## config.mk

```make
export PLATFORM = sky130hd
export DESIGN_NAME = uart_tx_fifo
export DESIGN_NICKNAME = d
export VERILOG_FILES = /design/src/rtl/uart_tx_fifo_pkg.sv /design/src/rtl/uart_tx_fifo_sync_fifo.sv /design/src/rtl/uart_tx_fifo.sv
export SDC_FILE = /design/constraint.sdc
export NUM_CORES = 1
export LEC_CHECK = 0
export ABC_AREA = 1
export CELL_PAD_IN_SITES_DETAIL_PLACEMENT = 2
export CELL_PAD_IN_SITES_GLOBAL_PLACEMENT = 2
export CORE_UTILIZATION = 36
export DETAILED_ROUTE_END_ITERATION = 8
export MAX_ROUTING_LAYER = met4
export PLACE_DENSITY_LB_ADDON = 0.1
export SLEW_MARGIN = 10
export SYNTH_ARGS = -nofsm -noshare
export SYNTH_HDL_FRONTEND = slang
export SYNTH_SLANG_ARGS = --single-unit
```

## constraint.sdc

```tcl
create_clock -name sys_clk -period 5.4 [get_ports sys_clk]
set_clock_uncertainty 0.2 [all_clocks]
set_input_delay 0.54 -clock sys_clk [delete_from_list [all_inputs] [get_ports sys_clk]]
set_output_delay 0.54 -clock sys_clk [all_outputs]
set_load 0.02 [all_outputs]
```

## src/rtl/uart_tx_fifo_pkg.sv

```systemverilog
// uart_tx_fifo_pkg: register map, status/control bit positions and drain FSM encoding
package uart_tx_fifo_pkg;
  localparam logic [1:0] UART_TXF_DATA = 2'b00;
  localparam logic [1:0] UART_TXF_STAT = 2'b01;
  localparam logic [1:0] UART_TXF_CTRL = 2'b10;
  localparam int STAT_EMPTY = 0;
  localparam int STAT_FULL = 1;
  localparam int STAT_OVF = 2;
  localparam int STAT_BUSY = 3;
  localparam int STAT_COUNT = 8;
  localparam int CTRL_FLUSH = 0;
  localparam int CTRL_CLR_OVF = 1;
  typedef enum logic {IDLE = 1'b0, BUSY = 1'b1} state_e;
endpackage

```

## src/rtl/uart_tx_fifo_sync_fifo.sv

```systemverilog
// sync_fifo: circular buffer with push, pop and flush; flush overrides both push and pop
module sync_fifo #(
  parameter int W = 8,
  parameter int AW = 4
) (
  input  logic          clk_i,
  input  logic          rst_i,
  input  logic          push_i,
  input  logic          pop_i,
  input  logic          flush_i,
  input  logic [W-1:0]  wdata_i,
  output logic [W-1:0]  rdata_o,
  output logic [AW:0]   count_o,
  output logic          full_o,
  output logic          empty_o
);
  localparam logic [AW:0] DEPTH = {1'b1, {AW{1'b0}}};
  logic [W-1:0] mem_q [2**AW];
  logic [AW-1:0] wptr_q, wptr_d, rptr_q, rptr_d;
  logic [AW:0] count_q, count_d;
  logic do_push, do_pop;
  assign full_o = count_q == DEPTH;
  assign empty_o = count_q == '0;
  assign count_o = count_q;
  assign rdata_o = mem_q[rptr_q];
  assign do_push = push_i && !flush_i && !full_o;
  assign do_pop = pop_i && !flush_i && !empty_o;
  always_comb begin
    wptr_d = flush_i ? '0 : wptr_q + AW'(do_push);
    rptr_d = flush_i ? '0 : rptr_q + AW'(do_pop);
    count_d = flush_i ? '0 : count_q + (AW+1)'(do_push) - (AW+1)'(do_pop);
  end
  always_ff @(posedge clk_i or posedge rst_i)
    if (rst_i) begin
      wptr_q <= '0;
      rptr_q <= '0;
      count_q <= '0;
    end else begin
      wptr_q <= wptr_d;
      rptr_q <= rptr_d;
      count_q <= count_d;
    end
  always_ff @(posedge clk_i)
    if (do_push) mem_q[wptr_q] <= wdata_i;
endmodule

```

## src/rtl/uart_tx_fifo.sv

```systemverilog
// uart_tx_fifo: bus-writable transmit FIFO draining one byte per tx_done into the UART transceiver
module uart_tx_fifo
  import uart_tx_fifo_pkg::*;
#(
  parameter int DEPTH_LOG2 = 4
) (
  input  logic        sys_clk,
  input  logic        sys_rst,
  input  logic [31:0] dat_i,
  input  logic [31:0] adr_i,
  input  logic        we_i,
  input  logic        stb_i,
  output logic [31:0] dat_o,
  output logic        ack_o,
  output logic [7:0]  tx_data,
  output logic        tx_wr,
  input  logic        tx_done,
  output logic        tx_empty_irq
);
  logic [7:0] head;
  logic [DEPTH_LOG2:0] count;
  logic full, empty, wr, push, flush, clr_ovf, pop, ovf_q, ovf_d;
  logic [31:0] stat;
  logic [7:0] tx_data_q;
  logic tx_wr_q;
  state_e state_q;
  logic unused;
  assign unused = ^{dat_i[31:8], adr_i[31:2]};
  assign wr = stb_i && we_i;
  assign push = wr && adr_i[1:0] == UART_TXF_DATA;
  assign flush = wr && adr_i[1:0] == UART_TXF_CTRL && dat_i[CTRL_FLUSH];
  assign clr_ovf = wr && adr_i[1:0] == UART_TXF_CTRL && dat_i[CTRL_CLR_OVF];
  assign pop = state_q == IDLE && !empty;
  sync_fifo #(.W(8), .AW(DEPTH_LOG2)) u_fifo (
    .clk_i(sys_clk),
    .rst_i(sys_rst),
    .push_i(push),
    .pop_i(pop),
    .flush_i(flush),
    .wdata_i(dat_i[7:0]),
    .rdata_o(head),
    .count_o(count),
    .full_o(full),
    .empty_o(empty)
  );
  // a flush in the same cycle discards the push silently, so it never counts as overflow
  assign ovf_d = clr_ovf ? 1'b0 : (push && full && !flush) ? 1'b1 : ovf_q;
  always_ff @(posedge sys_clk or posedge sys_rst)
    if (sys_rst) ovf_q <= 1'b0;
    else ovf_q <= ovf_d;
  always_ff @(posedge sys_clk or posedge sys_rst)
    if (sys_rst) begin
      state_q <= IDLE;
      tx_data_q <= '0;
      tx_wr_q <= 1'b0;
    end else begin
      tx_wr_q <= 1'b0;
      if (pop) begin
        tx_data_q <= head;
        tx_wr_q <= 1'b1;
        state_q <= BUSY;
      end else if (state_q == BUSY && tx_done) state_q <= IDLE;
    end
  always_comb begin
    stat = '0;
    stat[STAT_EMPTY] = empty;
    stat[STAT_FULL] = full;
    stat[STAT_OVF] = ovf_q;
    stat[STAT_BUSY] = state_q == BUSY;
    stat[STAT_COUNT +: DEPTH_LOG2+1] = count;
  end
  assign dat_o = adr_i[1:0] == UART_TXF_STAT ? stat : '0;
  assign ack_o = stb_i;
  assign tx_data = tx_data_q;
  assign tx_wr = tx_wr_q;
  assign tx_empty_irq = empty && state_q == IDLE;
endmodule

```

==> summary.txt <==
Run status
  – Outcome: complete, no violations

Global routing
  – Initial antenna violation count: 0
  – Vias in the first global route: 5468
  – First-pass GRT wire length: 30700 um
  – Overall global routing resource usage: 0.223
  – Largest net degree at the start of global routing: 41
  – Overall overflow remaining after global route: 0

Power and ir drop
  – Sequential cell fraction of total power: 0.357
  – LEAKAGE: 3.55 nW
  – Clk network pwr share: 0.288
  – Switching share of total power: 0.383
  – Internal power summed over all cells: 2.51 mW
  – Relative contribution of combinational cells to total power: 0.356
  – Switching power summed over all nets: 1.56 mW
  – Pwr/cell area: 509 mW/mm^2
  – Largest vdd supply drop: 0.276 mV

Route
  – Total number of vias: 4812
  – Average vias per placed instance: 4.74
  – First-pass iteration count of the detailed router: 5
  – Number of nets with antenna violations after detailed routing: 0
  – Number of DRC violations after detailed routing: 0
  – Violation count after the first detailed-route iteration: 180
  – Wirelength per Cell: 19.4 um
  – Sum of routed wire length over all layers: 19700 um

Synthesis
  – Netlist area before placement: 0.00698 sq mm
  – Sequential element share of the synthesized area: 0.637
  – Cell count after synthesis: 711
  – Seq cells post-synth: 152
  – Count of synthesis-stage warnings from yosys: 0
  – Mean post-synth cell area: 9.81 sq um
  – Cell variety after synth: 23

Worst setup path
  – Arrival time of the worst setup path: 3590 ps
  – Slack of the worst reg-to-reg path: 2080 ps
  – Path type of the worst setup path: in -> reg
  – Maximum net fanout on the critical path: 18
  – Required time of the critical path: 5550 ps
  – Kind of end point of the critical path: flip-flop
  – CP startpoint kind: input pin

Die
  – Effective utilization at floorplan: 0.370
  – Area of the core: 0.0188 sq mm
  – Overall die width: 141 um
  – Die Ht: 141 um
  – Number of primary I/O pins: 112
  – Die ar.: 0.0199 sq mm
  – Placement Rows: 50

Clock tree
  – Clock buffers created by TritonCTS: 17
  – Clock Latency Late Sink: 440 ps
  – Number of H-tree branching levels: 4
  – Deepest clock path buffer count: 2
  – Post-CTS repair timing setup buffer count: 0
  – Number of sinks driven by the clock tree: 152
  – CTS clk-pin slew, worst paths: 60 ps
  – CTS Root Cell: clkbuf_16
  – CTS resizes: 0
  – Hold buffer count at cts: 0
  – CTS tree: built

Timing
  – Share of the clock period used by the worst path: 0.637
  – Fin Setup TNS: 0 ps
  – Setup repair after global routing missed its margin: no
  – Slew @ Worst Pin: 1010 ps
  – Setup ws final: 1960 ps
  – Total of endpoints with negative setup slack in the final report: 0
  – Total count of hold-check failures in the final report: 0
  – Min Clock Period, post-route: 3440 ps
  – Fmax: 291 MHz
  – Rel. slew slack: 0.324
  – Pins Over Slew Limit: 0

Place
  – Final RePlAce weighted congestion: 0.781
  – Pre-CTS setup slack: 1480 ps
  – Half-perimeter wire length after detailed placement: 12600 um
  – # port buffers: 34

Layout
  – Layout-stage area growth over the synthesis result: 14.7%
  – Utilization of the core after routing: 0.425
  – Nets: 821
  – Layout cells sized above 1: 0.0557

Job
  – Number of maximum-capacitance constraint violations: 0

Min path
  – Worst hold path class: reg -> reg
power by group through the flow:
stage	Clock (mW)	Sequential [mW]	Combinational, mW
after floorplan	0	1.49	0.965
after global placement	0	1.47	1.40
after detailed placement	0	1.48	1.47
after CTS	1.19	1.45	1.50
after global routing	1.23	1.47	1.63
final	1.17	1.45	1.45
cell usage in the layout (no fill, tap or decap), types with 2 or more instances in the layout:
cell / Yosys / layout
dfrtp_1: 24 / 23
clkdlybuf4s50_1: 0 / 34
nand2_1: 214 / 214
bufinv_16: 0 / 2
clkbuf_1: 1 / 2
buf_4: 30 / 5
xor2_1: 5 / 5
inv_2: 4 / 4
clkinv_4: 0 / 4
conb_1: 1 / 23
nand3_1: 102 / 102
clkbuf_16: 0 / 17
nor2_1: 33 / 33
a21oi_1: 3 / 3
clkinv_2: 0 / 5
edfxtp_1: 128 / 128
ha_1: 10 / 10
inv_1: 125 / 125
or2_2: 2 / 2
nor3_1: 4 / 4
state kept, by name (all words and copies together), names as in the netlist:
register and flops:
u_fifo.mem_q 128, tx_data 8, u_fifo.count_o 5, u_fifo.rptr_q 4, u_fifo.wptr_q 4, ovf_q 1
state_q 1, tx_wr 1
final timing paths:
check,start,end,cells past startpoint
min reg2reg,tx_data[7],tx_data[7],2
max,dat_i[0],u_fifo.count_o[4],13
min,tx_data[7],tx_data[7],2
max reg2reg,u_fifo.count_o[3],u_fifo.count_o[4],17
min in group asynchronous,sys_rst,tx_data[5],2
max in group asynchronous,sys_rst,u_fifo.rptr_q[0],2
critical path: stages:
cell	delay, ps
clkdlybuf4s50_1	960
and2_1	440
nor2_1	130
ha_1	300
inv_1	60
ha_1	160
inv_1	70
fa_1	360
inv_1	70
nand2_1	70
a21oi_1	190
nor3_1	70
nor3_1	160
per-layer routing:
layer | global-route usage | share of wire | up-vias
li1 | - | - | 2263
met1 | 0.250 | 0.42 | 2450
met2 | 0.398 | 0.54 | 66
met3 | 0.0343 | 0.021 | 33
met4 | 0.0852 | 0.017 | 0
met5 | - | 0 | -
final cells by class:
class / count / area, sq um
Antenna cell: 1 / 2.50
Fill cell: 2012 / 10800
Sequential cell: 152 / 4450
Clock buffer: 20 / 447
Clock inverter: 12 / 128
Tap cell: 260 / 325
Multi-Input combinational cell: 402 / 1790
Timing Repair Buffer: 39 / 378
Inverter: 129 / 484
metrics by stage:
| step | hold WS [ps] | power, mW | std cells | instance area, sq um |
|---|---|---|---|---|
| floorplan | 291 | 2.45 | 733 | 7060 |
| global placement | 268 | 2.87 | 982 | 7430 |
| detailed placement | 273 | 2.94 | 982 | 7430 |
| CTS | 289 | 4.14 | 1014 | 8000 |
| global route | 329 | 4.32 | 1014 | 8000 |
| finish | 283 | 4.07 | 1015 | 8000 |
cell usage after synthesis:
cell / n / area (sq um)
ha_1: 10 / 125
o21ai_0: 1 / 5.00
o21a_1: 1 / 7.51
edfxtp_1: 128 / 3840
clkbuf_1: 1 / 3.75
nor3_1: 4 / 20.0
nand3_1: 102 / 510
buf_6: 2 / 22.5
fa_1: 1 / 20.0
inv_1: 125 / 469
and2_1: 1 / 6.26
a31oi_1: 1 / 6.26
nor2_1: 33 / 124
a21oi_1: 3 / 15.0
buf_4: 30 / 225
dfrtp_1: 24 / 601
buf_2: 17 / 85.1
xnor2_1: 1 / 8.76
inv_2: 4 / 15.0
nand2_1: 214 / 803
xor2_1: 5 / 43.8
or2_2: 2 / 12.5
conb_1: 1 / 3.75
cell families (layout without fill, tap and decap cells):
kind of cell,count (synthesis),count (layout),synth area share
compound gates,6,6,0.00484
xor+xnor,6,6,0.00753
flops,152,152,0.637
simple gates,356,356,0.212
fa+ha+maj,11,11,0.0208
buf+inv,179,200,0.118
other cells,1,24,0.000538
No activity file was read; power rests on OpenSTA's default activity.
